<file path="src/rtl/uctl_pulse_receiver_if.sv">
// Receiver-side bundle: the req/ack handshake from the source domain
// and the valid/ready word stream to the core.
interface uctl_pulse_receiver_if #(
  parameter int DATA_WD = 8,
  parameter int DEPTH   = 4
);
  logic                     reqIn;
  logic [DATA_WD-1:0]       dataIn;
  logic                     ackOut;
  logic [DATA_WD-1:0]       dataOut;
  logic                     dataValid;
  logic                     dataReady;
  logic [$clog2(DEPTH):0]   fifoCount;

  modport master (
    output reqIn, dataIn, dataReady,
    input  ackOut, dataOut, dataValid, fifoCount
  );

  modport slave (
    input  reqIn, dataIn, dataReady,
    output ackOut, dataOut, dataValid, fifoCount
  );
endinterface

</file>
<file path="src/rtl/uctl_pulse_receiver.sv">
// Destination side of a 4-phase req/ack crossing: synchronizes reqIn, captures
// one word per request into a FWFT FIFO and answers with a registered ack level.
//
// state | meaning
// IDLE  | waiting for synchronized req; captures word when FIFO has room
// ACK   | word captured, ack held high until req falls
module uctl_pulse_receiver #(
  parameter int DATA_WD     = 8,
  parameter int DEPTH       = 4,
  parameter int SYNC_STAGES = 2
) (
  input  logic                  clock2,
  input  logic                  clock2Rst,
  uctl_pulse_receiver_if.slave  rx
);

  localparam int AW = $clog2(DEPTH);
  localparam int CW = AW + 1;

  typedef enum logic {
    IDLE = 1'b0,
    ACK  = 1'b1
  } state_t;

  state_t                   state_q, state_d;
  logic                     ack_q, ack_d;
  logic [SYNC_STAGES-1:0]   sync_q, sync_d;
  logic [AW-1:0]            wr_ptr_q, wr_ptr_d;
  logic [AW-1:0]            rd_ptr_q, rd_ptr_d;
  logic [CW-1:0]            count_q, count_d;
  logic [DATA_WD-1:0]       mem_q [DEPTH];
  logic [DATA_WD-1:0]       mem_d [DEPTH];

  logic req_sync;
  logic full;
  logic empty;
  logic push;
  logic pop;

  assign req_sync = sync_q[SYNC_STAGES-1];
  assign full     = (count_q == CW'(DEPTH));
  assign empty    = (count_q == '0);

  always_comb begin
    sync_d  = {sync_q[SYNC_STAGES-2:0], rx.reqIn};
    state_d = state_q;
    ack_d   = ack_q;
    push    = 1'b0;

    // A full FIFO simply withholds the ack; the source keeps req high and we retry.
    unique case (state_q)
      IDLE: begin
        if (req_sync && !full) begin
          push    = 1'b1;
          ack_d   = 1'b1;
          state_d = ACK;
        end
      end
      ACK: begin
        if (!req_sync) begin
          ack_d   = 1'b0;
          state_d = IDLE;
        end
      end
    endcase

    pop      = !empty && rx.dataReady;
    wr_ptr_d = wr_ptr_q + AW'(push);
    rd_ptr_d = rd_ptr_q + AW'(pop);
    count_d  = count_q + CW'(push) - CW'(pop);

    mem_d = mem_q;
    if (push) begin
      mem_d[wr_ptr_q] = rx.dataIn;
    end
  end

  always_ff @(posedge clock2) begin
    if (clock2Rst) begin
      state_q  <= IDLE;
      ack_q    <= 1'b0;
      sync_q   <= '0;
      wr_ptr_q <= '0;
      rd_ptr_q <= '0;
      count_q  <= '0;
      for (int i = 0; i < DEPTH; i++) begin
        mem_q[i] <= '0;
      end
    end else begin
      state_q  <= state_d;
      ack_q    <= ack_d;
      sync_q   <= sync_d;
      wr_ptr_q <= wr_ptr_d;
      rd_ptr_q <= rd_ptr_d;
      count_q  <= count_d;
      mem_q    <= mem_d;
    end
  end

  assign rx.ackOut    = ack_q;
  assign rx.dataOut   = mem_q[rd_ptr_q];
  assign rx.dataValid = !empty;
  assign rx.fifoCount = count_q;

endmodule

</file>
<file path="src/flat_wrapper.sv">
// flat-port wrapper written by rule: the top's interface ports become plain ports
module uctl_pulse_receiver_flat 
#(
  parameter int DATA_WD     = 8,
  parameter int DEPTH       = 4,
  parameter int SYNC_STAGES = 2
)
  (clock2, clock2Rst, rx_reqIn, rx_dataIn, rx_dataReady, rx_ackOut, rx_dataOut, rx_dataValid, rx_fifoCount);
  uctl_pulse_receiver_if #(.DATA_WD(DATA_WD), .DEPTH(DEPTH)) rx_i ();
  input  logic clock2;
  input  logic clock2Rst;
  input wire logic [$bits(rx_i.reqIn)-1:0] rx_reqIn;
  input wire logic [$bits(rx_i.dataIn)-1:0] rx_dataIn;
  input wire logic [$bits(rx_i.dataReady)-1:0] rx_dataReady;
  output wire logic [$bits(rx_i.ackOut)-1:0] rx_ackOut;
  output wire logic [$bits(rx_i.dataOut)-1:0] rx_dataOut;
  output wire logic [$bits(rx_i.dataValid)-1:0] rx_dataValid;
  output wire logic [$bits(rx_i.fifoCount)-1:0] rx_fifoCount;
  assign rx_i.reqIn = rx_reqIn;
  assign rx_i.dataIn = rx_dataIn;
  assign rx_i.dataReady = rx_dataReady;
  assign rx_ackOut = rx_i.ackOut;
  assign rx_dataOut = rx_i.dataOut;
  assign rx_dataValid = rx_i.dataValid;
  assign rx_fifoCount = rx_i.fifoCount;
  uctl_pulse_receiver #(.DATA_WD(DATA_WD), .DEPTH(DEPTH), .SYNC_STAGES(SYNC_STAGES)) u_core (.clock2(clock2), .clock2Rst(clock2Rst), .rx(rx_i));
endmodule
</file>
<file path="config.mk">
export PLATFORM = sky130hd
export DESIGN_NAME = uctl_pulse_receiver_flat
export DESIGN_NICKNAME = d
export VERILOG_FILES = /design/src/rtl/uctl_pulse_receiver_if.sv /design/src/rtl/uctl_pulse_receiver.sv /design/src/flat_wrapper.sv
export SDC_FILE = /design/constraint.sdc
export NUM_CORES = 1
export LEC_CHECK = 0
export CAP_MARGIN = 20
export CORE_ASPECT_RATIO = 0.7
export CORE_UTILIZATION = 30
export DETAILED_ROUTE_END_ITERATION = 16
export DONT_BUFFER_PORTS = 1
export PLACE_DENSITY = 0.48
export SLEW_MARGIN = 30
export SYNTH_ARGS = -nofsm -noshare
export SYNTH_HDL_FRONTEND = slang
export SYNTH_SLANG_ARGS = --single-unit
export TNS_END_PERCENT = 100
</file>
<file path="constraint.sdc">
create_clock -name clock2 -period 3.9 [get_ports clock2]
set_input_delay 0.78 -clock clock2 [delete_from_list [all_inputs] [get_ports clock2]]
set_output_delay 0.78 -clock clock2 [all_outputs]
set_load 0.01 [all_outputs]
</file>
==> flow_summary_export.csv, run 1 <==
group,metric,value,unit
job,max_cap_viol_count,0,
clock_tree,numClockSinks,43,
placed_design,hpwl,2.48,mm
finish,diodes,0,
clock_tree,htree_levels,2,
hold_path,hold_class,"register to register",
worst_setup_path,critical_path.max_stage_delay,0.53,ns
route,detail-route-antenna-nets,0,
synth,synth.ff_latch_count,43,
synth,mappedNetlistNets,189,
finish,final_cell_area,2090,µm²
timing,fmax,0.396,GHz
floorplan,core_region_area,6250,µm²
worst_setup_path,crit_type,"register to register",
route,num_vias,1180,
timing,worstMarginPinSlew,0.701,ns
placed_design,port_buffers,0,
finish,multi_input_area,1020,µm²
global_route,grt_pass1_vias,1176,
synth,synth_cells,172,
synth,yosysUniqueCellTypes,25,
timing,timing.hold.ws,0.442,ns
floorplan,die_h,69.4,µm
hold_path,hold_path_depth,1,
worst_setup_path,r2r-start,"u_core.rx.fifoCount[1]",
global_route,grt_usage,11.7,%
clock_tree,cts-root-buf,"clkbuf_8",
timing,worst_slack,1.38,ns
global_route,grt_max_degree,52,
worst_setup_path,crit_arrival,2.71,ns
route,routed_wl,3.64,mm
worst_setup_path,crit_path_end_kind,"register",
placed_design,place_congestion,0.718,
clock_tree,clk_latency,0.29,ns
route,route.detailed.wl_per_inst,14.6,µm
clock_tree,cts-buffers-inserted,5,
route,vias_per_cell,4.74,
hold_path,min_from,"u_core.sync_q[0]",
worst_setup_path,cp_top_family,"adder cells",
route,drc,0,
hold_path,holdPathEnd,"u_core.sync_q[1]",
timing,min_period,2.52,ns
worst_setup_path,critPathBufInv,1,
pwr,p_leak,0.868,nW
placed_design,dpl-instance-area,2000,µm²
clock_tree,clk_path_buf_depth,2,
placed_design,place_inst,241,
timing,period_share,64.7,%
synth,avgSynthCellArea,11.3,µm²
worst_setup_path,worst_r2r_endpoint,"u_core.rx.fifoCount[2]",
placed_design,place_ws,1.38,ns
timing,rsz0062_at_grt,"false",
timing,skew,0.0112,ns
worst_setup_path,critPathSlowestCell,"or3_2",
finish,regArea,861,µm²
timing,fin_tns_setup,0,ns
clock_tree,postCtsSetupBuffers,0,
run_status,status,"complete, no violations",
worst_setup_path,path_max_fanout,6,
timing,report.final.slew_viol_count,0,
worst_setup_path,required,4.09,ns
clock_tree,clkSlewWorstSetupHoldPaths,0.08,ns
global_route,grt_pass1_wl,5.91,mm
worst_setup_path,reg2reg_depth,9,
worst_setup_path,start_kind,"register",
floorplan,pin_count,25,
finish,finish.utilization,33.4,%
synth,synth_area,1950,µm²
global_route,gr-total-overflow,0,
synth,ys_warn_count,0,
pwr,p_total,0.952,mW
global_route,antenna_found_initial,0,
floorplan,die-area,6820,µm²
clock_tree,cts_hold_buf,0,
finish,area_growth,7.20,%
timing,relSlewSlack,53.0,%
finish,instances_no_fill,249,
finish,final_common_cell,"dfxtp_1",
clock_tree,postCtsResizedCells,0,
floorplan,num_rows,24,
finish,nFillCells,631,
pwr,p_per_area,456,nW/µm²
route,first_iter_violations,50,
floorplan,dieWidth,98.3,µm
worst_setup_path,crit_chain,"or3_2 > and2_1 > ha_1 > inv_1 > ha_1 > fa_1 > xnor2_1 > xnor2_1 > nor2_1",
clock_tree,cts_tree,"yes",
finish,nNetsFinal,187,
timing,hold_violations,0,
worst_setup_path,r2r_slack,1.38,ns
finish,final_cell_mix,"43 x dfxtp_1, 42 x nand2b_1, 32 x mux2i_1, 8 x mux4_2, 7 x nor2b_1",
route,firstDrtPassIters,6,
timing,setup_viol,0,
floorplan,initial_core_util,31.1,%
pwr,vdd_drop_max,154,µV
finish,drive_above_1_share,11.1,%
synth,ys_seq_area_share,44.2,%
## how the worst max path moves through the flow
stage,from,endpoint,slack (ns),depth (start not counted)
2_1_floorplan,u_core.rx.fifoCount[0],u_core.rx.fifoCount[2],1.52,9
3_3_place_gp,u_core.rx.fifoCount[1],u_core.rx.fifoCount[2],1.49,9
3_5_place_dp,u_core.rx.fifoCount[0],u_core.rx.fifoCount[2],1.38,9
4_1_cts,u_core.rx.fifoCount[1],u_core.rx.fifoCount[2],1.36,9
5_1_grt,u_core.rx.fifoCount[1],u_core.rx.fifoCount[2],1.26,9
6_report,u_core.rx.fifoCount[1],u_core.rx.fifoCount[2],1.38,9
## final cells by class
class                   count  share of cell area (%)
clock buffers               7                    3.66
flip-flops and latches     43                    41.3
multi-input cells         113                    48.7
well taps                  78                    4.68
repair buffers              1                   0.360
inverters                   6                    1.08
clock inverters             1                   0.240
## cells by family (layout without fill, tap and decap cells)
family | Yosys count | in the layout | synth area share [%]
AO/OA/AOI/OAI | 3 | 3 | 0.771
XOR/XNOR | 4 | 4 | 1.80
AND/OR/NAND/NOR | 61 | 61 | 20.0
flip-flops | 43 | 43 | 44.2
buffers and inverters | 16 | 15 | 3.86
adder cells (fa/ha/maj) | 5 | 5 | 3.60
multiplexers | 40 | 40 | 25.7
## per-layer routing
metal / wire, µm / vias to the layer above / part of all wire [%] / track usage [%]
met5: 0 / - / 0 / 0
met1: 1720 / 581 / 47 / 14.2
met2: 1700 / 18 / 47 / 19.0
met4: 55 / 0 / 1.5 / 4.48
li1: - / 573 / - / -
met3: 163 / 8 / 4.5 / 4.13
## registers in the layout, indices dropped and copies added, names as in the netlist
signal               flops
u_core.wr_ptr_q          2
u_core.rx.ackOut         1
u_core.rd_ptr_q          2
u_core.mem_q            32
u_core.rx.fifoCount      3
u_core.sync_q            2
u_core.state_q           1
## power by group
group | total [mW] | switching [mW] | internal, mW
sequential | 0.522 | 0.0575 | 0.465
clock | 0.274 | 0.148 | 0.126
combinational | 0.156 | 0.0649 | 0.0912
## cell usage after synthesis
master / count / area share, %
fa_1: 1 / 1.0
nor2_1: 3 / 0.58
mux4_2: 8 / 9.3
mux2i_1: 32 / 16
buf_4: 1 / 0.39
ha_1: 4 / 2.6
nand4_2: 1 / 0.64
a21oi_1: 2 / 0.51
o21ai_0: 1 / 0.26
nand4b_1: 1 / 0.45
nand2_1: 1 / 0.19
and2_1: 1 / 0.32
dfxtp_1: 43 / 44
buf_2: 3 / 0.77
nor2b_1: 7 / 2.3
nor3b_1: 1 / 0.39
or3_2: 1 / 0.39
clkbuf_1: 5 / 0.96
or4_1: 1 / 0.39
nand2b_1: 42 / 14
inv_1: 6 / 1.2
or3b_2: 1 / 0.45
nor4b_1: 1 / 0.45
buf_6: 1 / 0.58
xnor2_1: 4 / 1.8
Note: power is estimated with default switching activity, not from simulation.
==> inputs of run 2 (changes only) <==
Clock period 3.9 ns to 2.5 ns, I/O delays scaled along.
==> flow_summary_export.csv, run 2 (synthesized netlist as in run 1, its figures left out) <==
group,metric,value,unit
timing,hold_violations,0,
timing,relSlewSlack,64.8,%
pwr,switchingPower,0.446,mW
finish,max_flop_register,"u_core.mem_q",
finish,final_cell_mix,"43 x dfxtp_1, 42 x nand2b_1, 32 x mux2i_1, 8 x mux4_2, 8 x buf_4",
global_route,grt_usage,12.7,%
clock_tree,htree_levels,2,
clock_tree,clkSlewWorstSetupHoldPaths,0.08,ns
floorplan,die-area,6820,µm²
timing,skew,0.00734,ns
global_route,gr-total-overflow,0,
finish,drive_above_1_share,15.7,%
hold_path,hold_class,"input pin to register",
finish,nNetsFinal,194,
route,firstDrtPassIters,10,
worst_setup_path,crit_chain,"or3_2 > and2_1 > ha_1 > inv_1 > ha_1 > fa_1 > xnor2_2 > xnor2_1 > nor2_1",
timing,setup_viol,0,
global_route,grt_pass1_wl,6.49,mm
worst_setup_path,r2r-start,"u_core.rx.fifoCount[0]",
worst_setup_path,crit_path_start,"u_core.rx.fifoCount[0]",
worst_setup_path,path_max_fanout,2,
placed_design,hpwl,2.67,mm
clock_tree,postCtsSetupBuffers,0,
timing,period_share,94.2,%
global_route,antenna_found_initial,0,
clock_tree,postCtsResizedCells,0,
run_status,status,"complete, but fails checks",
pwr,switching_share,28.5,%
finish,final_cell_area,2150,µm²
pwr,p_total,1.56,mW
timing,rsz0062_at_grt,"false",
worst_setup_path,crit_type,"register to register",
finish,diodes,0,
hold_path,min_from,"clock2Rst",
worst_setup_path,r2r_slack,0.14,ns
floorplan,core_region_area,6250,µm²
route,num_vias,1200,
worst_setup_path,crit_path_end_kind,"register",
hold_path,holdPathEnd,"u_core.rx.ackOut",
worst_setup_path,critPathSlowestCell,"or3_2",
timing,worst_slack,0.144,ns
clock_tree,clk_latency,0.29,ns
worst_setup_path,worst_r2r_endpoint,"u_core.rx.fifoCount[2]",
pwr,internal-power,1.12,mW
floorplan,pin_count,25,
worst_setup_path,start_kind,"register",
pwr,p_leak,0.909,nW
job,max_cap_viol_count,0,
finish,final_common_cell,"dfxtp_1",
route,drc,1,
placed_design,place_ws,0.109,ns
floorplan,initial_core_util,31.1,%
worst_setup_path,cp_common_cell,"ha_1",
worst_setup_path,required,2.69,ns
floorplan,dieWidth,98.3,µm
clock_tree,clk_path_buf_depth,2,
route,routed_wl,3.89,mm
route,route.detailed.wl_per_inst,15.2,µm
timing,worstMarginPinSlew,0.527,ns
finish,area_growth,10.5,%
floorplan,num_rows,24,
worst_setup_path,critPathBufInv,1,
clock_tree,numClockSinks,43,
finish,instances_no_fill,256,
timing,fmax,0.425,GHz
pwr,vdd_drop_max,227,µV
timing,timing.hold.ws,0.274,ns
clock_tree,cts_hold_buf,0,
route,vias_per_cell,4.69,
route,detail-route-antenna-nets,0,
timing,min_period,2.36,ns
pwr,p_clk_share,27.6,%
global_route,grt_max_degree,52,
hold_path,hold_path_depth,1,
placed_design,dpl-instance-area,2060,µm²
pwr,power_frac_seq,48.2,%
clock_tree,cts-root-buf,"clkbuf_8",
route,first_iter_violations,43,
worst_setup_path,crit_arrival,2.54,ns
worst_setup_path,reg2reg_depth,9,
pwr,p_per_area,728,nW/µm²
global_route,grt_pass1_vias,1289,
clock_tree,cts-buffers-inserted,5,
timing,report.final.slew_viol_count,0,
worst_setup_path,cp_top_family,"adder cells",
placed_design,place_inst,248,
floorplan,die_h,69.4,µm
worst_setup_path,critical_path.max_stage_delay,0.48,ns
finish,finish.utilization,34.4,%
placed_design,place_congestion,0.734,
timing,fin_tns_setup,0,ns
pwr,p_comb_share,24.2,%
placed_design,port_buffers,0,
clock_tree,cts_tree,"yes",
finish,nFillCells,633,
finish,largest_register_ff_count,32,
run_status,violations,"design-rule violations",
-- run 2: changes by cell type in the layout (fill, tap and decap cells not counted) --
cell        delta
buf_4          +7
clkbuf_1       -1
clkinvlp_4     +1
xnor2_1        -1
xnor2_2        +1
-- run 2: worst reg2reg max path: cells and delay by family (launching register included) --
family,cells,cell delay [ns]
XOR/XNOR,2,0.28
AND/OR/NAND/NOR,3,0.72
adder cells (fa/ha/maj),3,0.90
flip-flops,1,0.32
buffers and inverters,1,0.04
-- run 2: metal layers --
metal	wire length (µm)	global-route usage, %	up-vias
met5	0	0	-
met3	150	4.03	4
met1	1820	15.9	593
met4	44	4.48	0
li1	-	-	588
met2	1870	20.5	15
-- run 2: worst max-delay path by stage --
stage | to | slack [ns] | cells after the start
floorplan | u_core.rx.fifoCount[2] | 0.12 | 9
global placement | u_core.rx.fifoCount[2] | 0.23 | 9
detailed placement | u_core.rx.fifoCount[2] | 0.11 | 9
CTS | u_core.rx.fifoCount[2] | 0.11 | 9
global route | u_core.rx.fifoCount[2] | 0.005 | 9
finish | u_core.rx.fifoCount[2] | 0.14 | 9
-- run 2: layout make-up --
class | count | area, µm² | share of cell area, %
Tap cell | 78 | 97.6 | 4.54
Sequential cell | 43 | 861 | 40.0
Multi-Input combinational cell | 113 | 1020 | 47.6
Inverter | 6 | 22.5 | 1.05
Clock inverter | 2 | 12.5 | 0.582
Timing Repair Buffer | 8 | 60.1 | 2.79
Clock buffer | 6 | 72.6 | 3.38
-- run 2: power groups by stage --
| stage | combinational (mW) | clock, mW | sequential [mW] |
|---|---|---|---|
| finish | 0.379 | 0.432 | 0.754 |
| global route | 0.424 | 0.485 | 0.762 |
| CTS | 0.373 | 0.451 | 0.756 |
| detailed placement | 0.372 | 0 | 0.772 |
| global placement | 0.352 | 0 | 0.768 |
| floorplan | 0.259 | 0 | 0.774 |
